===== src/rtl/mvm_pkg.sv =====
// Shared types and defaults for the matrix-vector multiply sequencer.
// Optional performance counter in mvm_seq_ctrl is enabled by MVM_PERF_CNT_EN.
package mvm_pkg;

    typedef enum logic [2:0] {
        IDLE,
        CLEAR,
        MAC,
        DRAIN,
        WRITE,
        DONE
    } state_t;

    localparam int MVM_ROWS_DEF    = 4;
    localparam int MVM_COLS_DEF    = 4;
    localparam int MVM_MEM_LAT_DEF = 1;

    // Address ports must stay at least one bit wide even for single-entry memories.
    function automatic int clog2_min1(input int v);
        return (v <= 1) ? 1 : $clog2(v);
    endfunction

endpackage


===== src/rtl/mvm_rd_pipe.sv =====
// Read-valid delay line: turns the memory read strobe into the accumulate
// enable that lines up with returning data LAT cycles later.
module mvm_rd_pipe #(
    parameter int LAT = 1
) (
    input  logic clk,
    input  logic rst_n,
    input  logic i_vld,
    output logic o_vld
);

    logic [LAT-1:0] r_sr;

    always_ff @(posedge clk or negedge rst_n) begin
        if (!rst_n) begin
            r_sr <= '0;
        end else begin
            r_sr[0] <= i_vld;
            for (int i = 1; i < LAT; i++) begin
                r_sr[i] <= r_sr[i-1];
            end
        end
    end

    assign o_vld = r_sr[LAT-1];

endmodule


===== src/rtl/mvm_seq_ctrl.sv =====
// Address/strobe sequencer for a row-major matrix-vector multiply.
// Define MVM_PERF_CNT_EN to add the 16-bit busy-cycle counter output perf_cycles.
module mvm_seq_ctrl
    import mvm_pkg::*;
#(
    parameter int ROWS    = MVM_ROWS_DEF,
    parameter int COLS    = MVM_COLS_DEF,
    parameter int MEM_LAT = MVM_MEM_LAT_DEF,
    parameter int MAT_AW  = clog2_min1(ROWS * COLS),
    parameter int VEC_AW  = clog2_min1(COLS),
    parameter int RES_AW  = clog2_min1(ROWS)
) (
    input  logic              clk,
    input  logic              rst,
    input  logic              start,
    output logic              busy,
    output logic              done,
`ifdef MVM_PERF_CNT_EN
    output logic [15:0]       perf_cycles,
`endif
    output logic              mat_rd,
    output logic [MAT_AW-1:0] mat_addr,
    output logic              vec_rd,
    output logic [VEC_AW-1:0] vec_addr,
    output logic              acc_clr,
    output logic              acc_en,
    output logic              res_we,
    output logic [RES_AW-1:0] res_addr
);

    state_t              r_state;
    logic [RES_AW-1:0]   r_row;
    logic [VEC_AW-1:0]   r_col;
    logic [2:0]          r_lat;
    logic                r_busy;
    logic                r_done;
    logic                r_mat_rd;
    logic [MAT_AW-1:0]   r_mat_addr;
    logic                r_acc_clr;
    logic                r_res_we;
    logic [MAT_AW-1:0]   w_row_base;
    logic                w_acc_en;

    assign w_row_base = MAT_AW'(r_row) * MAT_AW'(COLS);

    always_ff @(posedge clk or negedge rst) begin
        if (!rst) begin
            r_state    <= IDLE;
            r_row      <= '0;
            r_col      <= '0;
            r_lat      <= '0;
            r_busy     <= 1'b0;
            r_done     <= 1'b0;
            r_mat_rd   <= 1'b0;
            r_mat_addr <= '0;
            r_acc_clr  <= 1'b0;
            r_res_we   <= 1'b0;
        end else begin
            r_acc_clr <= 1'b0;
            r_res_we  <= 1'b0;
            r_done    <= 1'b0;
            case (r_state)
                IDLE: begin
                    if (start) begin
                        r_state   <= CLEAR;
                        r_busy    <= 1'b1;
                        r_acc_clr <= 1'b1;
                        r_col     <= '0;
                    end
                end
                CLEAR: begin
                    r_state    <= MAC;
                    r_mat_rd   <= 1'b1;
                    r_mat_addr <= w_row_base;
                end
                MAC: begin
                    if (r_col == VEC_AW'(COLS - 1)) begin
                        r_state  <= DRAIN;
                        r_mat_rd <= 1'b0;
                        r_lat    <= '0;
                    end else begin
                        r_col      <= r_col + VEC_AW'(1);
                        r_mat_addr <= r_mat_addr + MAT_AW'(1);
                    end
                end
                // Hold off the write until the last read's data has been accumulated.
                DRAIN: begin
                    if (r_lat == 3'(MEM_LAT - 1)) begin
                        r_state  <= WRITE;
                        r_res_we <= 1'b1;
                    end else begin
                        r_lat <= r_lat + 3'd1;
                    end
                end
                WRITE: begin
                    if (r_row == RES_AW'(ROWS - 1)) begin
                        r_state <= DONE;
                        r_done  <= 1'b1;
                        r_busy  <= 1'b0;
                        r_row   <= '0;
                    end else begin
                        r_state   <= CLEAR;
                        r_row     <= r_row + RES_AW'(1);
                        r_acc_clr <= 1'b1;
                        r_col     <= '0;
                    end
                end
                DONE: begin
                    r_state <= IDLE;
                end
                default: begin
                    r_state <= IDLE;
                end
            endcase
        end
    end

    mvm_rd_pipe #(
        .LAT(MEM_LAT)
    ) u_rd_pipe (
        .clk  (clk),
        .rst_n(rst),
        .i_vld(r_mat_rd),
        .o_vld(w_acc_en)
    );

`ifdef MVM_PERF_CNT_EN
    logic [15:0] r_perf;

    always_ff @(posedge clk or negedge rst) begin
        if (!rst) begin
            r_perf <= '0;
        end else if (r_state == IDLE && start) begin
            r_perf <= '0;
        end else if (r_busy && r_perf != 16'hFFFF) begin
            r_perf <= r_perf + 16'd1;
        end
    end

    assign perf_cycles = r_perf;
`endif

    assign busy     = r_busy;
    assign done     = r_done;
    assign mat_rd   = r_mat_rd;
    assign vec_rd   = r_mat_rd;
    assign mat_addr = r_mat_addr;
    assign vec_addr = r_col;
    assign acc_clr  = r_acc_clr;
    assign acc_en   = w_acc_en;
    assign res_we   = r_res_we;
    assign res_addr = r_row;

endmodule


===== config.mk =====
export PLATFORM = sky130hd
export DESIGN_NAME = mvm_seq_ctrl
export DESIGN_NICKNAME = d
export VERILOG_FILES = /design/src/rtl/mvm_pkg.sv /design/src/rtl/mvm_rd_pipe.sv /design/src/rtl/mvm_seq_ctrl.sv
export SDC_FILE = /design/constraint.sdc
export NUM_CORES = 1
export LEC_CHECK = 0
export BUFFER_PORTS_ARGS = -buffer_cell sky130_fd_sc_hd__clkbuf_2
export CAP_MARGIN = 15
export CORE_UTILIZATION = 49
export CTS_CLUSTER_DIAMETER = 60
export CTS_CLUSTER_SIZE = 28
export DETAILED_ROUTE_END_ITERATION = 10
export GPL_TIMING_DRIVEN = 0
export PLACE_DENSITY = 0.74
export SYNTH_ARGS = -nofsm -noshare
export SYNTH_HDL_FRONTEND = slang
export SYNTH_SLANG_ARGS = --single-unit

===== constraint.sdc =====
create_clock -name clk -period 1.4 [get_ports clk]
set_input_delay 0 -clock clk [delete_from_list [all_inputs] [get_ports clk]]
set_output_delay 0 -clock clk [all_outputs]
set_load 0.01 [all_outputs]

Yosys cells after proc, flatten, opt, wreduce, memory -nomap -nowiden

Cells that the tools add are included.

Logic and storage cells: 67
Register bits after elaboration: 20
Input bits: 3
Output and inout bits: 15

Reduce and logical (&&, ||, !) cells: 12
Multiplexer cells: 27
Equal/unequal tests: 13
$add $sub $neg: 4

Operator list:

| cell                                                | number |
|---|---|
| two-way mux 3 bit                                   | 6 |
| case mux 3 bit (5 select lines)                     | 1 |
| != test 2 bit, second input constant                | 7 |
| two-way mux 1 bit                                   | 9 |
| AND reduction 3 bit                                 | 3 |
| two-way mux 2 bit                                   | 4 |
| case mux 4 bit (2 select lines)                     | 1 |
| equality test 3 x 2 -> 1 bit, second input constant | 2 |
| logical NOT 3 bit                                   | 2 |
| case mux 1 bit (2 select lines)                     | 3 |
| case mux 2 bit (3 select lines)                     | 1 |
| case mux 3 bit (2 select lines)                     | 1 |
| nonzero test 2 bit                                  | 3 |
| adder 2 x 1 -> 2 bit, second input constant         | 2 |
| adder 4 x 1 -> 4 bit, second input constant         | 1 |
| equality test 2 bit, second input constant          | 2 |
| two-way mux 4 bit                                   | 1 |
| AND reduction 2 bit                                 | 2 |
| AND reduction 4 bit                                 | 1 |
| adder 3 x 1 -> 3 bit, second input constant         | 1 |
| equality test 3 x 1 -> 1 bit, second input constant | 1 |
| equality test 3 bit, second input constant          | 1 |
| nonzero test 3 bit                                  | 1 |

Logic depth before layout (Yosys ltp)

Depth in word-level cells: 3
Gate-level depth with buffers: 6
Gate-level depth less buffers: 6

Cells and area by module

Synthesis repeated with hierarchy kept, for this count alone.

Cell total of the unflattened synthesis: 103
Area total of the unflattened synthesis: 1058.5 µm²

Modules (own cells, without submodules):

| module       | times used | cells an instance | seq. area each (µm²) | area each (µm²) |
|---|---|---|---|---|
| mvm_seq_ctrl | 1          | 102               | 475.5                | 1033.5 |
| mvm_rd_pipe  | 1          | 1                 | 25.0                 | 25.0 |

Worst setup path before layout

Ideal clock, no wire load.

Path type: register to register
Start: register r_lat[0]
End: register r_lat[0]
Arrival: 1.257 ns
Library setup time: 0.121 ns
Required time: 1.279 ns
Cell stages (with the launch flop): 7
Period minus slack after synthesis: 1.378 ns
Buffers on the path: 0
Setup slack: 0.022 ns
Path through: dfrtp_1 -> inv_1 -> ha_1 -> nor2b_2 -> nor2_1 -> mux2_2 -> a22o_1

Cells in the longest elaborated chain, start to end: 3
Elaborated cells between the ends (all ways): 6
Those cells by class: 1 x add/sub; 1 x eq/ne; 2 x mux; 2 x reduce/logical

RTL lines:

| what                                                                          | RTL line                               | source |
|---|---|---|
| start, declared                                                               | mvm_seq_ctrl.sv:34                     | `logic [2:0] r_lat;` |
| start signal, assigned                                                        | mvm_seq_ctrl.sv:92                     | `r_lat <= r_lat + 3'd1;` |
| adder 3 x 1 -> 3 bit / logical NOT 3 bit (equally long branches)              | mvm_seq_ctrl.sv:92, mvm_seq_ctrl.sv:88 |  |
| two-way mux 3 bit / != test 2 bit (equally long branches)                     | n/a                                    |  |
| case mux 3 bit (2 select lines) / AND reduction 3 bit (equally long branches) | n/a                                    |  |

Parallel ways exist; a longest one is shown, timed or not. The select of a mux whose other input is x is not followed.
A chain may end at the register's enable or synchronous reset.

Worst setup path in the final report

Start: register r_lat[1]
End: register r_lat[0]

Cells in the longest elaborated chain, start to end: 3

RTL lines:

| what                                 | RTL line           | source |
|---|---|---|
| logical NOT 3 bit                    | mvm_seq_ctrl.sv:88 | `if (r_lat == 3'(MEM_LAT - 1)) begin` |
| != test 2 bit (no source line)       | n/a                |  |
| AND reduction 3 bit (no source line) | n/a                |  |

Every way passes these cells.

==> impl_results.html <==
<table>
<tr><th>Metric</th><th>Value</th></tr>
<tr><th colspan="2">Outcome</th></tr>
<tr><td>Run status</td><td>complete, no violations</td></tr>
<tr><th colspan="2">Synthesis</th></tr>
<tr><td>Share of the synthesized area in the top cell type</td><td>between 40 and 50%</td></tr>
<tr><td>Cell types occupying the most area after synthesis</td><td>sky130_fd_sc_hd__dfrtp_1 47%, sky130_fd_sc_hd__ha_1 5.9%, sky130_fd_sc_hd__o21ai_1 5.2%, sky130_fd_sc_hd__nor2_1 3.5%, sky130_fd_sc_hd__a22o_1 3.3%</td></tr>
<tr><td>Post-synth top flop</td><td>sky130_fd_sc_hd__dfrtp_1</td></tr>
<tr><td>Number of library cell types mapped by synthesis</td><td>33</td></tr>
<tr><td>YS warnings</td><td>0</td></tr>
<tr><td>Count of flip-flops with a built-in enable after synthesis</td><td>0</td></tr>
<tr><td>Seq/Total Area, Yosys</td><td>between 40% and 50%</td></tr>
<tr><td>Post-synthesis register bit count</td><td>20</td></tr>
<tr><td>Cell count after synthesis</td><td>110</td></tr>
<tr><td>Share of synthesized flip-flops with an asynchronous set or reset</td><td>100%</td></tr>
<tr><td>Cell area after technology mapping</td><td>around 1100 sq um</td></tr>
<tr><td>Synthesized net count</td><td>roughly 120</td></tr>
<tr><td>Cell type contributing the most total cell area after synthesis</td><td>sky130_fd_sc_hd__dfrtp_1</td></tr>
<tr><td>Mean instance size in the synthesized netlist</td><td>just under 10 sq um</td></tr>
<tr><th colspan="2">Clock network</th></tr>
<tr><td>Clock latency on the worst-skew pair</td><td>310 ps</td></tr>
<tr><td>Number of buffers inserted during clock tree synthesis</td><td>3</td></tr>
<tr><td>Clock tree root buffer cell</td><td>sky130_fd_sc_hd__clkbuf_4</td></tr>
<tr><td>Clock input transition at the sequential cells of the worst setup and hold paths</td><td>roughly 110 ps</td></tr>
<tr><td>H-tree lvl count</td><td>1</td></tr>
<tr><td>Clk sink count</td><td>20</td></tr>
<tr><td>Longest Clk Path Bufs</td><td>2</td></tr>
<tr><td>Clock tree from TritonCTS</td><td>yes</td></tr>
<tr><th colspan="2">Worst hold path</th></tr>
<tr><td>Worst hold-check path type</td><td>in2async</td></tr>
<tr><th colspan="2">Routing</th></tr>
<tr><td>Routed via count</td><td>around 900</td></tr>
<tr><td>Mean number of vias per cell</td><td>approximately 5.3</td></tr>
<tr><td>Drt wl/cell</td><td>~13 um</td></tr>
<tr><td>Remaining DRCs</td><td>0</td></tr>
<tr><td>DR iter-0 viols</td><td>17</td></tr>
<tr><td>Router iterations before antenna repair</td><td>4</td></tr>
<tr><td>Post-detailed-route count of antenna-violating nets</td><td>0</td></tr>
<tr><td>Routed wire length</td><td>2.26 mm</td></tr>
<tr><th colspan="2">STA</th></tr>
<tr><td>Number of failing setup endpoints in the final timing report</td><td>0</td></tr>
<tr><td>RSZ-0062 raised after global routing</td><td>yes</td></tr>
<tr><td>Final hold viol count</td><td>0</td></tr>
<tr><td>Final worst-path cycle share</td><td>97.9%</td></tr>
<tr><td>Slew Limit Headroom</td><td>about 67%</td></tr>
<tr><td>Worst Max-Slew Pin Slew</td><td>between 400 and 500 ps</td></tr>
<tr><td>Fmax achieved</td><td>730 MHz</td></tr>
<tr><td>Min Tclk post-route</td><td>around 1400 ps</td></tr>
<tr><td>Slew Viols, Final</td><td>0</td></tr>
<tr><td>Fin Hold WS</td><td>174 ps</td></tr>
<tr><td>Setup Skew</td><td>about 12 ps</td></tr>
<tr><th colspan="2">GRT</th></tr>
<tr><td>Total overflow reported by the global router</td><td>0</td></tr>
<tr><td>Antenna violations before repair</td><td>0</td></tr>
<tr><td>Via count of the first global-routing pass</td><td>around 860</td></tr>
<tr><td>Global-route wire length before repair</td><td>3.73 mm</td></tr>
<tr><td>Pin count of the biggest net entering global routing</td><td>21</td></tr>
<tr><td>Total Routing Usage GR</td><td>roughly a fifth</td></tr>
<tr><th colspan="2">Floorplanning</th></tr>
<tr><td>I/O pin count</td><td>18</td></tr>
<tr><td>Floorplan core area</td><td>2000 sq um</td></tr>
<tr><td>DIE AREA</td><td>between 2000 and 2500 sq um</td></tr>
<tr><td>Die height</td><td>48.5 um</td></tr>
<tr><td>Cell Rows</td><td>16</td></tr>
<tr><td>Starting Density</td><td>between 50% and 60%</td></tr>
<tr><td>Die boundary width</td><td>just under 50 um</td></tr>
<tr><th colspan="2">Pwr</th></tr>
<tr><td>Power per standard cell area</td><td>2060 nW/um^2</td></tr>
<tr><td>Static power due to leakage</td><td>0.000665 uW</td></tr>
<tr><td>Max IR drop VDD</td><td>~1.4 mV</td></tr>
<tr><th colspan="2">Place</th></tr>
<tr><td>Total cell area at the placement stage</td><td>1180 sq um</td></tr>
<tr><td>Number of cells in the design after placement</td><td>about 150</td></tr>
<tr><td>Detailed placement HPWL</td><td>about 1.5 mm</td></tr>
<tr><td>Count of input and output buffers</td><td>17</td></tr>
<tr><td>RePlAce Congestion</td><td>approximately 0.8</td></tr>
<tr><th colspan="2">Finish</th></tr>
<tr><td>Final design instance area without fill</td><td>~1400 sq um</td></tr>
<tr><td>Antenna diode count</td><td>0</td></tr>
<tr><td>Post-layout utilization of the core</td><td>between 60% and 70%</td></tr>
<tr><td>Area delta synth-&gt;final</td><td>28.8%</td></tr>
<tr><td>Non-Filler Instances</td><td>169</td></tr>
<tr><td>Net count of the finished layout</td><td>between 150 and 200</td></tr>
<tr><td>Fraction of layout instances using a drive strength above 1</td><td>36.6%</td></tr>
<tr><th colspan="2">Worst setup path</th></tr>
<tr><td>CP required</td><td>between 1500 and 2000 ps</td></tr>
<tr><td>Path type of the worst setup path</td><td>reg2reg</td></tr>
<tr><td>Crit Path Max Fanout</td><td>4</td></tr>
<tr><td>Critical Path End Type</td><td>register</td></tr>
<tr><td>CP Data Arrival Time</td><td>approximately 1600 ps</td></tr>
<tr><td>Crit start category</td><td>register</td></tr>
<tr><th colspan="2">Run</th></tr>
<tr><td>Number of max-cap violations</td><td>0</td></tr>
</table>
==> layout by cell type, fill, tap and decap left out, types with 3 or more instances in the layout <==
| master | count |
|---|---|
| sky130_fd_sc_hd__buf_4 | 13 |
| sky130_fd_sc_hd__dfrtp_1 | 19 |
| sky130_fd_sc_hd__nand3_1 | 3 |
| sky130_fd_sc_hd__clkbuf_2 | 17 |
| sky130_fd_sc_hd__a21oi_1 | 5 |
| sky130_fd_sc_hd__ha_1 | 3 |
| sky130_fd_sc_hd__nor3_1 | 4 |
| sky130_fd_sc_hd__nor2_1 | 9 |
| sky130_fd_sc_hd__inv_2 | 3 |
| sky130_fd_sc_hd__a22o_1 | 4 |
| sky130_fd_sc_hd__o21ai_0 | 3 |
| sky130_fd_sc_hd__o21ai_1 | 12 |
| sky130_fd_sc_hd__nand2_1 | 8 |
| sky130_fd_sc_hd__clkbuf_4 | 3 |
==> through the flow <==
stage               TNS (ps)  setup slack (ps)  power [uW]
global placement       -95.3             -55.9        2260
CTS                        0              7.56        2610
global route           -93.5             -35.3        3050
detailed placement      -224              -129        2310
finish                     0              30.0        2820
floorplan                  0              22.2        1920
==> repair_timing <==
| item | 4_1_cts | 5_1_grt |
|---|---|---|
| setup endpoints to repair | 6 | 5 |
| gates resized for setup | 6 | 11 |
| hold buffers | 2 | 0 |
| hold endpoints to repair | 21 | 0 |
| pin swaps | 0 | 5 |
| buffers inserted | 3 | 8 |
==> Yosys cell counts (2+ instances only) <==
library cell / count
sky130_fd_sc_hd__nor3_1: 4
sky130_fd_sc_hd__buf_4: 3
sky130_fd_sc_hd__nand2_1: 8
sky130_fd_sc_hd__a22o_1: 4
sky130_fd_sc_hd__buf_2: 2
sky130_fd_sc_hd__mux2i_1: 2
sky130_fd_sc_hd__o22ai_1: 2
sky130_fd_sc_hd__ha_1: 5
sky130_fd_sc_hd__nor2_1: 10
sky130_fd_sc_hd__mux2_2: 2
sky130_fd_sc_hd__o21ai_1: 11
sky130_fd_sc_hd__inv_1: 4
sky130_fd_sc_hd__nand3_1: 3
sky130_fd_sc_hd__dfrtp_1: 20
sky130_fd_sc_hd__a21oi_1: 6
sky130_fd_sc_hd__o21ai_0: 4
sky130_fd_sc_hd__nor2b_1: 3
sky130_fd_sc_hd__nand2b_1: 2
==> kinds of logic (layout without fill, tap and decap cells) <==
logic type | count (synthesis) | in the layout | synth area share, %
buffers and inverters | 11 | 43 | 5.90
flip-flops | 20 | 20 | 47.2
AND/OR/NAND/NOR | 35 | 35 | 16.5
AO/OA/AOI/OAI | 34 | 34 | 19.5
adder cells (fa/ha/maj) | 5 | 5 | 5.90
multiplexers | 5 | 5 | 5.07
==> power by group <==
group / switching [uW] / total [uW] / internal [uW]
clock network: 170 / 270 / 100
registers: 201 / 982 / 781
logic: 839 / 1570 / 727
total: 1210 / 2820 / 1610
==> registers in the layout (all words and copies together) (netlist names), 2 cells and up <==
name      flops
mat_addr      4
r_lat         3
r_state       3
res_addr      2
vec_addr      2
==> final timing paths <==
| kind | cells past startpoint | to | slack (ps) | from |
|---|---|---|---|---|
| min | 2 | mat_addr[1] | 170 | rst |
| min in group clk | 0 | u_rd_pipe.o_vld | 470 | mat_rd |
| max | 6 | r_lat[0] | 30 | r_lat[1] |
| max in group asynchronous | 2 | vec_addr[0] | 870 | rst |
| max reg2reg | 6 | r_lat[0] | 30 | r_lat[1] |
| min reg2reg | 0 | u_rd_pipe.o_vld | 470 | mat_rd |
==> cell type report <==
class / instances / area, sq um
buffer: 6 / 43.8
clock buffer: 3 / 22.5
fill: 167 / 636
inverter: 5 / 18.8
multi-input combinational: 79 / 566
sequential: 20 / 502
tap: 27 / 33.8
timing repair buffer: 29 / 180
==> routing by layer <==
metal / track usage [%] / wire [um] / vias to the layer above
li1: - / - / 450
met1: 26.7 / 1080 / 427
met2: 33.8 / 1080 / 19
met3: 3.46 / 63 / 5
met4: 10.3 / 41 / 0
met5: 0 / 0 / -
==> critical path, stage by stage, from the launching register on <==
cell and delay, ps:
sky130_fd_sc_hd__dfrtp_1 410, sky130_fd_sc_hd__inv_2 80, sky130_fd_sc_hd__ha_4 130, sky130_fd_sc_hd__nor2b_4 170
sky130_fd_sc_hd__nor2_2 60, sky130_fd_sc_hd__mux2_4 250, sky130_fd_sc_hd__a22o_1 170
(Power assumes the default switching activity.)
